===== src/rtl/contador_seq_param_pkg.sv =====
// Shared definitions for the programmable-sequence counter: step direction
// codes, index/length width derivation and the reset contents of the table.
package contador_seq_param_pkg;

  typedef enum logic {
    DIR_FWD = 1'b0,
    DIR_BWD = 1'b1
  } dir_e;

  // A table of DEPTH entries needs at least one index bit even for tiny DEPTH.
  function automatic int seq_addr_w(input int depth);
    return (depth > 1) ? $clog2(depth) : 1;
  endfunction

  // Lengths run 1..DEPTH, so one extra bit over the index width is required.
  function automatic int seq_len_w(input int depth);
    return seq_addr_w(depth) + 1;
  endfunction

  function automatic int seq_reset_code(input int entry);
    return entry;
  endfunction

endpackage


===== src/rtl/contador_seq_param_tabela.sv =====
// DEPTH x WIDTH code table with async reset to the identity sequence, one
// write port and a read port that forwards a same-cycle write to the same entry.
module contador_seq_tabela
  import contador_seq_param_pkg::*;
#(
  parameter int WIDTH = 3,
  parameter int DEPTH = 8,
  parameter int AW    = seq_addr_w(DEPTH)
) (
  input  logic             clk,
  input  logic             rst_n,
  input  logic             we,
  input  logic [AW-1:0]    waddr,
  input  logic [WIDTH-1:0] wdata,
  input  logic [AW-1:0]    raddr,
  output logic [WIDTH-1:0] rdata
);

  logic [WIDTH-1:0] mem_q [DEPTH];

  always_ff @(posedge clk or negedge rst_n) begin
    if (!rst_n) begin
      for (int i = 0; i < DEPTH; i++) begin
        mem_q[i] <= WIDTH'(seq_reset_code(i));
      end
    end else if (we) begin
      mem_q[waddr] <= wdata;
    end
  end

  assign rdata = (we && (waddr == raddr)) ? wdata : mem_q[raddr];

endmodule


===== src/rtl/contador_seq_param.sv =====
// Counter that steps forward/backward through a run-time loadable code table.
// Define CONTADOR_SEQ_CYCLES_EN to add the completed-sequence counter port 'cycles'.
module contador_seq_param
  import contador_seq_param_pkg::*;
#(
  parameter int WIDTH = 3,
  parameter int DEPTH = 8,
  parameter int CYC_W = 8,
  localparam int AW   = seq_addr_w(DEPTH),
  localparam int LW   = seq_len_w(DEPTH)
) (
  input  logic             clk,
  input  logic             rst_n,
  input  logic             en,
  input  logic             dir,
  input  logic             sync_clr,
  input  logic             cfg_we,
  input  logic [AW-1:0]    cfg_addr,
  input  logic [WIDTH-1:0] cfg_data,
  input  logic             cfg_len_we,
  input  logic [LW-1:0]    cfg_len,
  output logic [WIDTH-1:0] q,
  output logic [AW-1:0]    idx,
`ifdef CONTADOR_SEQ_CYCLES_EN
  output logic [CYC_W-1:0] cycles,
`endif
  output logic             wrap,
  output logic             cfg_err
);

  logic [LW-1:0]    len_q,  len_d;
  logic [AW-1:0]    idx_q,  idx_d;
  logic [WIDTH-1:0] q_q,    q_d;
  logic             wrap_q, wrap_d;
  logic             err_q,  err_d;
  logic             loadQ;
  logic             lenOk;
  logic             addrOk;
  logic             tableWe;
  logic [AW-1:0]    lastIdx;
  logic [WIDTH-1:0] tableRd;

  // With a power-of-two DEPTH every address is a real entry.
  if (DEPTH == (1 << AW)) begin : gen_addr_full
    assign addrOk = 1'b1;
  end else begin : gen_addr_check
    assign addrOk = (32'(cfg_addr) < 32'(DEPTH));
  end

  assign lenOk   = (cfg_len != '0) && (cfg_len <= LW'(DEPTH));
  assign tableWe = cfg_we && addrOk;
  assign lastIdx = AW'(len_q - LW'(1));

  contador_seq_tabela #(
    .WIDTH (WIDTH),
    .DEPTH (DEPTH),
    .AW    (AW)
  ) u_tabela (
    .clk   (clk),
    .rst_n (rst_n),
    .we    (tableWe),
    .waddr (cfg_addr),
    .wdata (cfg_data),
    .raddr (idx_d),
    .rdata (tableRd)
  );

  always_comb begin
    len_d  = len_q;
    idx_d  = idx_q;
    wrap_d = 1'b0;
    loadQ  = 1'b0;
    err_d  = cfg_we && !addrOk;
    if (sync_clr) begin
      idx_d = '0;
      loadQ = 1'b1;
    end else if (cfg_len_we) begin
      if (lenOk) begin
        len_d = cfg_len;
        if ({1'b0, idx_q} >= cfg_len) begin
          idx_d = '0;
          loadQ = 1'b1;
        end
      end else begin
        err_d = 1'b1;
      end
    end else if (en) begin
      loadQ = 1'b1;
      if (dir == DIR_FWD) begin
        if (idx_q == lastIdx) begin
          idx_d  = '0;
          wrap_d = 1'b1;
        end else begin
          idx_d = idx_q + AW'(1);
        end
      end else begin
        if (idx_q == '0) begin
          idx_d  = lastIdx;
          wrap_d = 1'b1;
        end else begin
          idx_d = idx_q - AW'(1);
        end
      end
    end
    q_d = loadQ ? tableRd : q_q;
  end

  always_ff @(posedge clk or negedge rst_n) begin
    if (!rst_n) begin
      len_q  <= LW'(DEPTH);
      idx_q  <= '0;
      q_q    <= '0;
      wrap_q <= 1'b0;
      err_q  <= 1'b0;
    end else begin
      len_q  <= len_d;
      idx_q  <= idx_d;
      q_q    <= q_d;
      wrap_q <= wrap_d;
      err_q  <= err_d;
    end
  end

  assign q       = q_q;
  assign idx     = idx_q;
  assign wrap    = wrap_q;
  assign cfg_err = err_q;

`ifdef CONTADOR_SEQ_CYCLES_EN
  logic [CYC_W-1:0] cycles_q;

  always_ff @(posedge clk or negedge rst_n) begin
    if (!rst_n) begin
      cycles_q <= '0;
    end else if (sync_clr) begin
      cycles_q <= '0;
    end else if (wrap_d) begin
      cycles_q <= cycles_q + CYC_W'(1);
    end
  end

  assign cycles = cycles_q;
`else
  logic unusedCycW;
  assign unusedCycW = (CYC_W > 0);
`endif

endmodule


===== config.mk =====
export PLATFORM = sky130hd
export DESIGN_NAME = contador_seq_param
export DESIGN_NICKNAME = d
export VERILOG_FILES = /design/src/rtl/contador_seq_param_pkg.sv /design/src/rtl/contador_seq_param_tabela.sv /design/src/rtl/contador_seq_param.sv
export SDC_FILE = /design/constraint.sdc
export NUM_CORES = 1
export LEC_CHECK = 0
export ABC_AREA = 1
export CORE_ASPECT_RATIO = 1.5
export CORE_MARGIN = 1
export CORE_UTILIZATION = 55
export CTS_CLUSTER_SIZE = 30
export DETAILED_ROUTE_END_ITERATION = 10
export GPL_TIMING_DRIVEN = 0
export HOLD_SLACK_MARGIN = 0.1
export PLACE_DENSITY = 0.88
export SETUP_SLACK_MARGIN = 0.15
export SKIP_CTS_REPAIR_TIMING = 1
export SYNTH_ARGS = -nofsm -noshare
export SYNTH_HDL_FRONTEND = slang
export SYNTH_HIERARCHICAL = 1
export SYNTH_SLANG_ARGS = --single-unit
export TNS_END_PERCENT = 20

===== constraint.sdc =====
create_clock -name clk -period 2.6 [get_ports clk]
set_input_delay 0.26 -clock clk [delete_from_list [all_inputs] [get_ports clk]]
set_output_delay 0.26 -clock clk [all_outputs]
set_load 0.005 [all_outputs]

# Word level (Yosys, flattened, before mapping)
# Index checks and enable logic that the tools add are counted.
# word_totals
reg_bits	35
in_bits	17
out_inout_bits	8
wordCells	61
# op_classes
addsub	3
order_cmp	5
n_eq_ne	2
n_mux	29
bitwise_logic	3
n_reduce_logical	6
# ops
op	n
3-bit two-way mux	12
24-bit bitwise mux	1
1-bit two-way mux	14
3-bit binary-select mux with 3-bit select	1
3-bit demux with 3-bit select	1
4-bit >= comparator, second input constant	2
3-bit inverter with 4-bit output	2
3-bit == test	2
3-bit by 1-bit subtractor with 3-bit output, second input constant	2
3-bit by 4-bit >= comparator with 1-bit output	1
4-bit <= comparator, second input constant	1
4-bit by 1-bit < comparator with 1-bit output, second input constant	1
4-bit nonzero test	1
3-bit by 1-bit adder with 3-bit output, second input constant	1
1-bit logical AND	3
3-bit zero test	1
3-bit AND reduction	1
1-bit inverter	1

# Longest topological paths before layout
# logic_depth
ltp_word	12
ltp_mapped	21
ltp_nobuf	20

# Hierarchy
# Netlist, hierarchy kept.
# by_module_without_submodules
mod	n_inst	cells_each	area_each_um2	seq_area_each_um2
contador_seq_tabela	1	161	1233.7	615.6
contador_seq_param	1	123	852.1	275.3

# Worst setup path after synthesis
# No wires, ideal clock.
# synth_timing
kind	reg-to-reg
start	register idx_q[0], in the netlist idx[0]
end	register q_q[0], in the netlist q[0]
setup_time_ns	0.117
arrival_ns	1.946
required_time_ns	2.483
path_slack_ns	0.537
path_stages_with_launch	21
path_buffers	1
period_less_slack_ns	2.063
path_cell_list	dfrtp_1 inv_2 ha_1 inv_1 nand2_1 nand2_1 nand2_1 nand2_1 nand2_1 nand2_2 nand4_1 nand2_1 buf_6 inv_2 o21ai_1 nor2_2 nand2_2 nand2_1 nand2_1 nand2_1 nand2_1
# synth_via
elab_chain_len	11
elab_cells_between_ends	24
cone_classes	add/sub: 2; order compare: 1; eq/ne: 2; mux: 16; bitwise: 1; reduce/logical: 2
# synth_lines
item	line_no	rtl
start: declaration	contador_seq_param.sv:32	logic [AW-1:0] idx_q, idx_d;
start signal: assignment	contador_seq_param.sv:117	idx_q <= idx_d;
3-bit by 1-bit adder with 3-bit output, or another cell as far along	contador_seq_param.sv:94	idx_d = idx_q + AW'(1);
3-bit two-way mux, on equally long branches	contador_seq_param.sv:90, contador_seq_param.sv:97	
3-bit two-way mux	contador_seq_param.sv:89	if (dir == DIR_FWD) begin
3-bit two-way mux	contador_seq_param.sv:87	end else if (en) begin
3-bit two-way mux (*)	contador_seq_param.sv:77	end else if (cfg_len_we) begin
3-bit two-way mux (*)	contador_seq_param.sv:74	if (sync_clr) begin
net idx_d[1]	contador_seq_param.sv:32	
3-bit inverter with 4-bit output (not written as such)	contador_seq_param_tabela.sv:31	assign rdata = (we && (waddr == raddr)) ? wdata : mem_q[raddr];
3-bit binary-select mux with 3-bit select	contador_seq_param_tabela.sv:31	
3-bit two-way mux (not written as such) (2 in series)	contador_seq_param_tabela.sv:31	
3-bit two-way mux (*)	contador_seq_param_tabela.sv:31	
net tableRd[0]	contador_seq_param.sv:41	logic [WIDTH-1:0] tableRd;
end signal: assignment	contador_seq_param.sv:118	q_q <= q_d;
end: declaration	contador_seq_param.sv:33	logic [WIDTH-1:0] q_q, q_d;
# The timed path passes the listed nets; every way through them passes the cells marked *. The select of a mux whose other input is x is not followed.
# A chain may end at the register's enable or synchronous reset.

# Final worst setup path
# layout_timing
start	register idx_q[0], in the netlist idx[0]
end	register q_q[1], in the netlist q[1]
# Same word-level chain as after synthesis.

==> flow_summary.json <==
{
  "clock_sinks": 35,
  "dieArea_um2": 4048,
  "drt_drc_violations_left": 0,
  "numCtsBuffers": 5,
  "power_frac_seq": 0.416,
  "grt_first_pass_wirelength_um": 8542,
  "initial_standard_cell_utilization_of_the_core": 0.5717,
  "netlist.area_leader.share": 0.2759,
  "ys_ff_latch": 35,
  "pwr-share-clk": 0.286,
  "maximum_number_of_pins_on_one_net_before_global_route_repair": 36,
  "overflow": 0,
  "synth.area.top_cells": "sky130_fd_sc_hd__dfrtp_1 (28%), sky130_fd_sc_hd__nand2_1 (18%), sky130_fd_sc_hd__dfstp_2 (15%), sky130_fd_sc_hd__nand3_1 (7.2%), sky130_fd_sc_hd__inv_1 (4.7%)",
  "period_share": 0.9691,
  "die-height_um": 77.42,
  "via_count": 2062,
  "fin_skew_ns": 0.005198,
  "setup_viol_count_final": 0,
  "outcome": "complete, no violations",
  "gp_congestion": 0.9252,
  "vias_per_cell": 5.665,
  "power-per-cell-area_nw_per_um2": 669.4,
  "place.detailed.hpwl_um": 3626,
  "maxClockFrequency_mhz": 396.9,
  "clock_insertion_delay_at_the_later_pin_of_the_skew_report_ns": 0.29,
  "switching_share": 0.3202,
  "power.net_switching_uw": 567.0,
  "critPathRequiredTime_ns": 2.79,
  "max_slew_violation_count": 0,
  "post_synth_inst_count": 284,
  "synth.net_count": 308,
  "syn_avg_cell_area_um2": 7.344,
  "detail_route.wl_per_cell_um": 15.36,
  "io_buffers": 24,
  "power_mw": 1.771,
  "number_of_antenna_violations_at_the_first_check_in_global_routing": 0,
  "globalRouteTotalUtil": 0.2876,
  "diodes": 0,
  "nets": 344,
  "critical-path-max-stage-delay_ns": 0.47,
  "worst_hold_path_type": "primary input to async pin",
  "cts_buffer_depth": 2,
  "comb_power_share": 0.298,
  "ant_nets": 0,
  "drive_gt1_frac": 0.2523,
  "end_kind": "flop",
  "hold_violations": 0,
  "critical_path_arrival_ns": 2.71,
  "crit_type": "flop to flop",
  "cellLeakagePower_nw": 1.296,
  "post_layout_min_period_ns": 2.520,
  "clock-root-buffer": "sky130_fd_sc_hd__clkbuf_8",
  "io_pins": 25,
  "clock_tree_from_tritoncts": "built",
  "synth_top_area_cell": "sky130_fd_sc_hd__dfrtp_1",
  "final_cell_area_um2": 2645,
  "utilization": 0.7250,
  "timing.critical_path.mode_cell": "sky130_fd_sc_hd__nand2_1",
  "routed_wl_um": 5592,
  "grt_setup_unrepaired": "true",
  "core_area_um2": 3649,
  "synth_area_um2": 2086,
  "number_of_global_route_vias_before_repair": 1997,
  "worstSetupStartpointType": "flop",
  "hold_slack_ns": 0.03728,
  "placementRows": 27,
  "critical-path-slowest-cell": "sky130_fd_sc_hd__dfrtp_2",
  "maxSlewHeadroom": 0.4878,
  "worst_slew_pin_slew_ns": 0.7683,
  "peakVddDrop_uv": 567.4,
  "internal_power_mw": 1.204,
  "placed_cell_area_um2": 2375,
  "first_pass_iters": 4,
  "cp_cell_sequence": "inv_4, ha_2, inv_1, nor2_2, nand2_2, o21ai_2, inv_1, nor2_1, nand2_1, nand2_2, inv_2, buf_4, nand2_1, nand3_1, nand3_1, nand2_1, nand2_1, nand2_1, nand2_1, nand2_1",
  "syn2layout_area_growth_pct": 26.81,
  "drt_iter0_drc": 86,
  "cts-htree-levels": 2,
  "max-cap-violations": 0,
  "die_width_um": 52.28,
  "ys_warn_count": 6,
  "seq_area_frac_synth": 0.4271,
  "path_clk_slew_ns": 0.07,
  "cp_max_fo": 5,
  "synth_cell_types": 23
}
## cell usage after synthesis, drive strengths merged
master,n
o21bai,1
dfrtp,23
dfstp,12
a211oi,1
nand4,5
inv,36
nor3,2
nand2,107
a21oi,6
xor2,1
nand3,34
nor2,18
o21ai,28
buf,3
ha,7
## power by group through the flow
stage / Combinational (mW) / Clock (mW) / Sequential [mW]
after floorplan: 0.293 / 0 / 0.726
after global placement: 0.420 / 0 / 0.739
after detailed placement: 0.440 / 0 / 0.741
after CTS: 0.446 / 0.516 / 0.734
after global routing: 0.589 / 0.539 / 0.746
final: 0.527 / 0.507 / 0.737
## cell usage in the layout (no fill, tap or decap), drive strengths merged
cell type        n
nand2          107
inv             36
nand3           34
o21ai           28
clkdlybuf4s50   23
dfrtp           23
nor2            18
dfstp           12
buf              9
ha               7
clkbuf           6
a21oi            6
nand4            5
nor3             2
o21bai           1
xor2             1
a211oi           1
clkinv           1
bufinv           1
## critical path, delay by kind of cell, from the launching register on
kind | cells | cell delay [ns]
simple gates | 13 | 1.14
flops | 1 | 0.47
compound gates | 1 | 0.13
buf+inv | 5 | 0.47
fa+ha+maj | 1 | 0.20
## routing by layer
| metal | share of wire | global-route usage | up-vias | wire length, um |
|---|---|---|---|---|
| li1 | - | - | 983 | - |
| met1 | 0.36 | 0.2864 | 976 | 2028 |
| met2 | 0.55 | 0.5253 | 85 | 3082 |
| met3 | 0.049 | 0.05882 | 18 | 273 |
| met4 | 0.037 | 0.1526 | 0 | 208 |
| met5 | 0 | 0 | - | 0 |
## logic make-up after synthesis
family,share of synthesized area
flip-flops,0.4271
adder cells (fa/ha/maj),0.04199
AO/OA/AOI/OAI,0.09059
XOR/XNOR,0.004200
AND/OR/NAND/NOR,0.3569
buffers and inverters,0.07918
## final timing paths
check,from,endpoint,slack [ns],depth (start not counted)
worst max-delay path,idx[0],q[1],0.08,20
worst max register to register,idx[0],q[1],0.08,20
min in group clk,u_tabela/mem_q[16],u_tabela/mem_q[16],0.49,2
worst min register to register,u_tabela/mem_q[16],u_tabela/mem_q[16],0.49,2
max in group asynchronous,rst_n,idx[1],2.03,1
worst min-delay path,rst_n,q[0],0.04,1
## metrics by stage
step	cells	TNS [ns]	setup slack (ns)
6_report	364	0	0.08046
5_1_grt	364	-0.04633	-0.03142
4_1_cts	359	0	0.1147
3_5_place_dp	351	-0.07181	-0.04441
3_3_place_gp	351	0	0.03191
2_1_floorplan	284	0	0.5371
## layout make-up
| class | instances | area, um2 |
|---|---|---|
| multi-input combinational | 210 | 1137 |
| fill | 288 | 1003 |
| sequential | 35 | 893.4 |
| timing repair buffer | 29 | 272.8 |
| inverter | 36 | 140.1 |
| clock buffer | 6 | 82.58 |
| tap | 43 | 53.80 |
| clock inverter | 2 | 35.03 |
| buffer | 3 | 30.03 |
## sequential cells by signal, indices dropped and copies added (netlist names)
name	flops
wrap	1
idx	3
len_q	3
q	3
u_tabela/mem_q	24
cfg_err	1
Note: power is estimated with default switching activity, not from simulation.
